==> src/rtl/flip_flops_pkg.sv <==
// Shared definitions for the flip_flops slice: default reset value,
// SR/JK control-pair encoding and the common next-state helper.
package flip_flops_pkg;

    // Value every flop loads on reset unless overridden by RST_VAL.
    localparam logic RST_VAL_DEFAULT = 1'b0;

    // Two-bit control pair: {S,R} for the SR flop, {J,K} for the JK flop.
    // Code 2'b11 toggles on a JK flop and is the invalid pair on an SR flop.
    typedef enum logic [1:0] {
        CTL_HOLD = 2'b00,
        CTL_CLR  = 2'b01,
        CTL_SET  = 2'b10,
        CTL_TGL  = 2'b11
    } ctl_e;

    // Next state for a control-pair flop. When tgl_is_clr is set the
    // 2'b11 code resolves to clear, giving the SR flop a deterministic
    // reset-dominant behaviour instead of an undefined state.
    function automatic logic ctl_next(
        input ctl_e ctl,
        input logic q,
        input logic tgl_is_clr
    );
        logic nq;
        nq = q;
        case (ctl)
            CTL_HOLD: nq = q;
            CTL_CLR:  nq = 1'b0;
            CTL_SET:  nq = 1'b1;
            CTL_TGL:  nq = tgl_is_clr ? 1'b0 : ~q;
            default:  nq = q;
        endcase
        return nq;
    endfunction

endpackage

==> src/rtl/flip_flops_ff_cell.sv <==
// ff_cell: one storage bit with a next-state input and synchronous,
// active-low reset. Ports: clk, rst (active-low), d_i (next state), q_o.
module ff_cell
    import flip_flops_pkg::*;
#(
    parameter logic RST_VAL = RST_VAL_DEFAULT
) (
    input  logic clk,
    input  logic rst,
    input  logic d_i,
    output logic q_o
);

    logic q_q;

    always_ff @(posedge clk) begin
        if (!rst) begin
            q_q <= RST_VAL;
        end else begin
            q_q <= d_i;
        end
    end

    assign q_o = q_q;

endmodule

==> src/rtl/flip_flops.sv <==
// flip_flops: four independent registered flops (SR, JK, D, T).
// Inputs S,R,J,K,Din,T,clk,rst(active-low, sync); outputs Q_SR,Q_JK,Q_D,Q_T.
module flip_flops
    import flip_flops_pkg::*;
#(
    parameter logic RST_VAL = RST_VAL_DEFAULT
) (
    input  logic S,
    input  logic R,
    input  logic J,
    input  logic K,
    input  logic Din,
    input  logic T,
    input  logic clk,
    input  logic rst,
    output logic Q_SR,
    output logic Q_JK,
    output logic Q_D,
    output logic Q_T
);

    logic sr_d;
    logic jk_d;
    logic d_d;
    logic t_d;

    // Each next-state function reads only its own inputs and its own
    // output, so an X on one flop's inputs cannot reach another flop.
    always_comb begin
        sr_d = ctl_next(ctl_e'({S, R}), Q_SR, 1'b1);
        jk_d = ctl_next(ctl_e'({J, K}), Q_JK, 1'b0);
        d_d  = Din;
        t_d  = T ? ~Q_T : Q_T;
    end

    ff_cell #(.RST_VAL(RST_VAL)) u_sr (
        .clk (clk),
        .rst (rst),
        .d_i (sr_d),
        .q_o (Q_SR)
    );

    ff_cell #(.RST_VAL(RST_VAL)) u_jk (
        .clk (clk),
        .rst (rst),
        .d_i (jk_d),
        .q_o (Q_JK)
    );

    ff_cell #(.RST_VAL(RST_VAL)) u_d (
        .clk (clk),
        .rst (rst),
        .d_i (d_d),
        .q_o (Q_D)
    );

    ff_cell #(.RST_VAL(RST_VAL)) u_t (
        .clk (clk),
        .rst (rst),
        .d_i (t_d),
        .q_o (Q_T)
    );

endmodule

==> config.mk <==
export PLATFORM = sky130hd
export DESIGN_NAME = flip_flops
export DESIGN_NICKNAME = d
export VERILOG_FILES = /design/src/rtl/flip_flops_pkg.sv /design/src/rtl/flip_flops_ff_cell.sv /design/src/rtl/flip_flops.sv
export SDC_FILE = /design/constraint.sdc
export NUM_CORES = 1
export LEC_CHECK = 0
export ABC_AREA = 1
export BUFFER_PORTS_ARGS = -buffer_cell sky130_fd_sc_hd__buf_2
export CAP_MARGIN = 0
export CORE_AREA = 3 3 40 42
export DETAILED_ROUTE_END_ITERATION = 8
export DIE_AREA = 0 0 43 45
export MAX_ROUTING_LAYER = met4
export SETUP_SLACK_MARGIN = 0.02
export SYNTH_ARGS = -nofsm -noshare
export SYNTH_HDL_FRONTEND = slang
export SYNTH_SLANG_ARGS = --single-unit
export TNS_END_PERCENT = 20
==> constraint.sdc <==
create_clock -name clk -period 0.8 [get_ports clk]
set_input_delay 0.08 -clock clk [delete_from_list [all_inputs] [get_ports clk]]
set_output_delay 0.08 -clock clk [all_outputs]
set_load 0.005 [all_outputs]
==> Word level (Yosys, flattened, before mapping) <==
Cells that the tools add are included.
{ "classes": {"reduce_logical": 3, "n_bitwise": 2, "eq_ne": 6, "n_mux": 2} }
{ "ops": {"columns": ["operator", "n"], "rows": [
  ["$eq 2x2->1 const B", 4],
  ["$eq 2x1->1 const B", 2],
  ["$logic_not 2->1", 2],
  ["$pmux 1 s3", 1],
  ["$not 1->1", 2],
  ["$pmux 1 s2", 1],
  ["$reduce_or 2->1", 1]
]} }
{ "totals": {"in_bits": 8, "reg_bits": 4} }

==> Depth between registers and ports, before layout <==
Gate-level depths: netlist of the first run.
{ "logic_depth": {"depth_word": 3, "depth_mapped": 3} }

==> Modules after synthesis <==
A second synthesis of the first run with hierarchy kept.
{ "unflattened": {"hier_cells": 24, "area_unflattened_um2": 155.1} }
{ "by_module_without_submodules": {"columns": ["module", "n_inst", "area_per_inst_um2", "cells_each", "seq_area_each_um2"], "rows": [
  ["ff_cell", 4, 27.5, 3, 20.0],
  ["flip_flops", 1, 45.0, 12, 0.0]
]} }

==> Worst setup path before layout of the first run <==
OpenSTA, ideal clock, no wires.
{ "synth_path": {"path_kind": "reg2reg", "start": "reg u_jk.q_q, in the netlist u_jk.q_o", "end": "reg u_jk.q_q, in the netlist u_jk.q_o", "setup_ns": 0.113, "t_required_ns": 0.687, "arrival_time_ns": 0.465, "setup_slack_ns": 0.223, "stages_incl_launch_ff": 4, "cell_sequence": "dfxtp_1 -> nand2_1 -> nand2_1 -> nor2_1"} }
{ "synth_between": {"elab_chain_len": 2} }
{ "synth_rtl": {"columns": ["element", "line", "rtl"], "rows": [
  ["from (decl)", "flip_flops_ff_cell.sv:14", "logic q_q;"],
  ["from (signal assigned)", "flip_flops_ff_cell.sv:20", "q_q <= d_i;"],
  ["$not 1->1", "flip_flops_pkg.sv:31", "CTL_TGL: nq = tgl_is_clr ? 1'b0 : ~q;"],
  ["$pmux 1 s3", "flip_flops_pkg.sv:27", "case (ctl)"]
]} }
No other way between the ends.
A chain may end at the register's enable or synchronous reset.

==> Worst setup path in the final report of the first run <==
{ "layout_path": {"start": "reg u_t.q_q, in the netlist u_t.q_o", "end": "out Q_T"} }
{ "layout_lines": {"columns": ["element", "line", "rtl"], "rows": [
  ["from (decl)", "flip_flops_ff_cell.sv:14", null],
  ["from (signal assigned)", "flip_flops_ff_cell.sv:20", null],
  ["to (decl)", "flip_flops.sv:19", "output logic Q_T"]
]} }
No word-level cell between the ends.

==> results of run 1 <==
## worst reg2reg max path, cell delays in order (launching register included)
cell     delay, ns
dfxtp_2       0.31
nor2_1        0.10
nor2_1        0.05
## cell families (layout without fill, tap and decap cells)
family	after synthesis	count (layout)
AND/OR/NAND/NOR	12	12
flip-flops	4	4
buffers and inverters	2	16
## repair_timing
item / 4_1_cts / 5_1_grt
setup endpoints to repair: 1 / 1
gates resized for setup: 1 / 1
hold buffers: 0 / 0
## metrics by stage
| stage | total power, mW | setup WS (ns) |
|---|---|---|
| global placement | 0.274 | 0.243 |
| CTS | 0.544 | 0.0225 |
| global route | 0.565 | 0.0254 |
| floorplan | 0.242 | 0.223 |
| detailed placement | 0.276 | 0.217 |
| finish | 0.526 | 0.0486 |
## cells in the mapped netlist
library cell	n
nand2_1	6
nor2_1	6
dfxtp_1	4
inv_1	2
## layout make-up
type	count	area [µm²]	area share [%]
clock buffers	3	22.5	9.73
well taps	15	18.8	8.11
multi-input cells	12	45.0	19.5
repair buffers	11	55.1	23.8
flip-flops and latches	4	82.6	35.7
inverters	2	7.51	3.24
## power groups by stage
| stage | registers [mW] | clock network, mW | logic [mW] |
|---|---|---|---|
| 3_3_place_gp | 0.223 | 0 | 0.0513 |
| 4_1_cts | 0.221 | 0.271 | 0.0524 |
| 6_report | 0.222 | 0.253 | 0.0513 |
| 5_1_grt | 0.223 | 0.284 | 0.0577 |
| 3_5_place_dp | 0.224 | 0 | 0.0521 |
| 2_1_floorplan | 0.225 | 0 | 0.0166 |
## metal layers
| layer | global-route usage [%] | wire length (µm) | vias up |
|---|---|---|---|
| met5 | - | 0 | - |
| met4 | 9.04 | 17 | 0 |
| met3 | 0 | 43 | 2 |
| met2 | 5.69 | 151 | 10 |
| met1 | 3.14 | 112 | 57 |
| li1 | - | - | 80 |
## state kept, by name, indices dropped and copies added (netlist names)
| signal | flops |
|---|---|
| u_jk.q_o | 1 |
| u_sr.q_o | 1 |
| u_d.q_o | 1 |
| u_t.q_o | 1 |
## worst paths after layout
path | end | slack, ns | cells after the start
max | Q_T | 0.05 | 1
min | u_d.q_o | 0.03 | 3
max reg2reg | u_jk.q_o | 0.23 | 2
min reg2reg | u_sr.q_o | 0.47 | 2
==> flow_summary_export.csv, run 1 <==
group,metric,value,unit
final_layout,area_growth,74.5,%
sta,period_minus_slack,0.751,ns
clock_network,cts_root_buf,"clkbuf_4",
final_layout,final_nets,42,
placement,gp_congestion,0.550,
logic_synthesis,synth_seq_cells,4,
routing,drt_iter0_drc,4,
floorplanning,ios,12,
routing,drc,0,
placement,dp_hpwl,244,µm
setup_path,crit_chain,"buf_2",
logic_synthesis,synth_compound_area_share,0,%
global_route,grt_pass1_vias,134,
min_path,hold_path_class,"input pin to flop",
flow_run,max_cap_violations,0,
routing,ant_nets,0,
logic_synthesis,synth-simple-area-share,34.0,%
placement,port_buffers,11,
setup_path,path_buf_inv,1,
sta,report.final.slew_viol_count,0,
sta,hold_slack,0.0294,ns
routing,drt_wl_total,324,µm
setup_path,cp_max_fo,3,
routing,drt-pass1-iter-count,4,
sta,fin_skew,0,ns
sta,hold_violations,0,
pwr,power.leakage,0.135,nW
pwr,internal_power,412,µW
pwr,ir_drop,0.000210,V
clock_network,clk_latency,0.23,ns
clock_network,clockBufferDepth,2,
sta,rsz0062_at_grt,"false",
outcome,status,"finished clean",
logic_synthesis,synth_top_cell_by_area,"dfxtp_1",
pwr,p_per_area,2270,nW/µm²
clock_network,cts_tree,"built",
pwr,p_sw_share,21.7,%
logic_synthesis,syn_nets,26,
logic_synthesis,avgSynthCellArea,7.37,µm²
pwr,clockPowerShare,48.1,%
logic_synthesis,yosys-top-cells-area,"dfxtp_1, nand2_1, nor2_1",
logic_synthesis,ys_types,4,
floorplanning,core,1280,µm²
placement,place_inst,44,
final_layout,layout_commonest_cell,"buf_2",
setup_path,path_class,"flop to output port",
pwr,p_seq_share,42.2,%
logic_synthesis,muxShareOfSynthArea,0,%
setup_path,cp-end-kind,"output port",
floorplanning,die-area,1940,µm²
min_path,min_from,"Din",
logic_synthesis,yosysSeqAreaShare,60.4,%
clock_network,htree_levels,1,
pwr,p_sw,114,µW
setup_path,r2r-start,"u_jk.q_o",
pwr,comb_power_share,9.7,%
final_layout,n_fill_cell,148,
sta,maxSlewHeadroom,94.6,%
clock_network,cts_setup_buffers,0,
setup_path,max_stage_delay,0.32,ns
setup_path,cp_data_arrival_time,0.67,ns
global_route,grt_overflow,0,
final_layout,drive_gt1_share,50.0,%
logic_synthesis,synth_top_area_share,60.4,%
clock_network,clk_pin_slew,0.04,ns
clock_network,cts.sinks,4,
routing,num_vias,149,
final_layout,layout_common_cells,"buf_2, nor2_1, nand2_1",
logic_synthesis,ys.warnings.count,0,
setup_path,critical_path_required,0.72,ns
routing,wl_per_cell,6.89,µm
placement,placed_area,206,µm²
logic_synthesis,synth_top_family_by_area,"simple AND/OR/NAND/NOR gates",
setup_path,crit_family,"flip-flops",
floorplanning,rows,13,
logic_synthesis,netlist_instances,18,
routing,viasPerCell,3.17,
global_route,grt_use_total,4.03,%
logic_synthesis,synth_fa_ha_area_share,0,%
logic_synthesis,syn_area,133,µm²
floorplanning,die_w,43,µm
setup_path,cp-startpoint,"u_t.q_o",
final_layout,final_util,18.0,%
setup_path,cp_slowest_cell,"dfxtp_2",
final_layout,antenna_cells,0,
floorplanning,start_util,10.3,%
sta,final-setup-viol-count,0,
sta,worst_pin_slew,0.0809,ns
sta,period_share,93.9,%
global_route,grt_pass1_wl,489,µm
final_layout,final_cell_count_no_fill,47,
sta,tns,0,ns
sta,fmax,1.33,GHz
floorplanning,die_h,45,µm
logic_synthesis,synth_xor_area_share,0,%
global_route,antenna_found_initial,0,
setup_path,start_kind,"flop",
global_route,grt_max_degree,5,
clock_network,numCtsBuffers,3,
final_layout,fin_area,231,µm²
(Power assumes the default switching activity.)
==> run 2: changes to the inputs <==
--- a/config.mk
+++ b/config.mk
@@ -12,6 +12,7 @@
 export DETAILED_ROUTE_END_ITERATION = 8
 export DIE_AREA = 0 0 43 45
 export MAX_ROUTING_LAYER = met4
+export RECOVER_POWER = 25
 export SETUP_SLACK_MARGIN = 0.02
 export SYNTH_ARGS = -nofsm -noshare
 export SYNTH_HDL_FRONTEND = slang
==> flow_summary_export.csv, run 2 (synthesis gave the netlist of run 1 again) <==
group,metric,value,unit
outcome,status,"finished clean",
routing,drc,0,
setup_path,max_stage_delay,0.32,ns
sta,maxSlewHeadroom,89.0,%
sta,fin_skew,0,ns
pwr,p_per_area,2290,nW/µm²
setup_path,cp_slowest_cell,"dfxtp_2",
floorplanning,die_w,43,µm
min_path,hold_path_class,"input pin to flop",
final_layout,area_growth,73.6,%
setup_path,cp-startpoint,"u_t.q_o",
clock_network,postCtsHoldBufs,0,
pwr,ir_drop,0.000209,V
global_route,grt_max_degree,5,
routing,viasPerCell,3.13,
setup_path,cp_max_fo,3,
sta,hold_slack,0.0286,ns
routing,wl_per_cell,6.89,µm
placement,dp_hpwl,244,µm
final_layout,layout_commonest_cell,"buf_2",
clock_network,cts_setup_buffers,0,
routing,ant_nets,0,
floorplanning,rows,13,
sta,worst_pin_slew,0.165,ns
floorplanning,core,1280,µm²
setup_path,crit_end,"Q_T",
sta,report.final.slew_viol_count,0,
clock_network,cts.sinks,4,
routing,num_vias,147,
pwr,power.leakage,0.132,nW
global_route,grt_overflow,0,
final_layout,layout_common_cells,"buf_2, nor2_1, nand2_1",
sta,hold_violations,0,
clock_network,htree_levels,1,
sta,tns,0,ns
clock_network,numCtsBuffers,3,
global_route,grt_pass1_wl,489,µm
setup_path,critical_path_required,0.72,ns
floorplanning,die_h,45,µm
setup_path,crit_family,"flip-flops",
placement,gp_congestion,0.550,
final_layout,antenna_cells,0,
routing,drt-pass1-iter-count,2,
clock_network,clk_latency,0.23,ns
final_layout,final_nets,42,
setup_path,r2r-end,"u_t.q_o",
setup_path,path_class,"flop to output port",
final_layout,drive_gt1_share,46.9,%
setup_path,cp_data_arrival_time,0.67,ns
setup_path,r2r_slack,0.23,ns
setup_path,path_depth,1,
pwr,total_power,526,µW
clock_network,cts_tree,"built",
floorplanning,die-area,1940,µm²
sta,rsz0062_at_grt,"false",
sta,period_share,93.8,%
floorplanning,start_util,10.3,%
setup_path,reg2reg_depth,3,
final_layout,final_util,17.9,%
setup_path,path_buf_inv,1,
clock_network,clockBufferDepth,2,
flow_run,max_cap_violations,0,
sta,fmax,1.33,GHz
clock_network,cts_root_buf,"clkbuf_4",
global_route,antenna_found_initial,0,
placement,port_buffers,11,
routing,drt_iter0_drc,4,
sta,period_minus_slack,0.751,ns
global_route,grt_use_total,4.03,%
routing,drt_wl_total,324,µm
clock_network,clk_pin_slew,0.04,ns
floorplanning,ios,12,
global_route,grt_pass1_vias,134,
final_layout,n_fill_cell,149,
setup_path,r2r-start,"u_t.q_o",
sta,final-setup-viol-count,0,
setup_path,cp-end-kind,"output port",
min_path,hold_path_depth,3,
setup_path,crit_chain,"buf_2",
setup_path,start_kind,"flop",
## run 2: changes by cell type in the layout (fill, tap and decap cells not counted)
cell      before  now
buf_2         11   10
clkbuf_1       0    1
## run 2: report_power, final
part	internal [mW]	switching [mW]	total [mW]
clock	0.168	0.0860	0.254
combinational	0.0279	0.0224	0.0503
sequential	0.215	0.00649	0.222
## run 2: cell type report
class | count | area [µm²] | share of cell area [%]
Clock buffer | 3 | 22.5 | 9.78
Inverter | 2 | 7.51 | 3.26
Multi-Input combinational cell | 12 | 45.0 | 19.6
Sequential cell | 4 | 82.6 | 35.9
Tap cell | 15 | 18.8 | 8.15
Timing Repair Buffer | 11 | 53.8 | 23.4
## run 2: what timing repair did
action	in CTS	in global routing
gates resized for setup	1	1
endpoints found under the setup margin	1	1
gates cloned	0	0
## run 2: per-stage QoR
| step | cells | cell area, µm² | setup WS [ns] |
|---|---|---|---|
| floorplan | 18 | 133 | 0.223 |
| global placement | 44 | 206 | 0.243 |
| detailed placement | 44 | 206 | 0.217 |
| CTS | 47 | 230 | 0.0225 |
| global route | 47 | 230 | 0.0254 |
| finish | 47 | 230 | 0.0494 |
## run 2: worst min path at each step
| stage | slack [ns] | startpoint | end |
|---|---|---|---|
| 6_report | 0.03 | Din | u_d.q_o |
| 5_1_grt | 0.04 | Din | u_d.q_o |
| 4_1_cts | 0.02 | Din | u_d.q_o |
| 3_5_place_dp | 0.27 | Din | u_d.q_o |
| 3_3_place_gp | 0.27 | Din | u_d.q_o |
| 2_1_floorplan | 0.17 | rst | u_d.q_o |
## run 2: per-layer routing
metal  vias to the layer above  wire, µm  global-route usage (%)
met1                        55       110                    3.14
met5                         -         0                       -
li1                         80         -                       -
met3                         2        43                       0
met4                         0        17                    9.04
met2                        10       152                    5.69
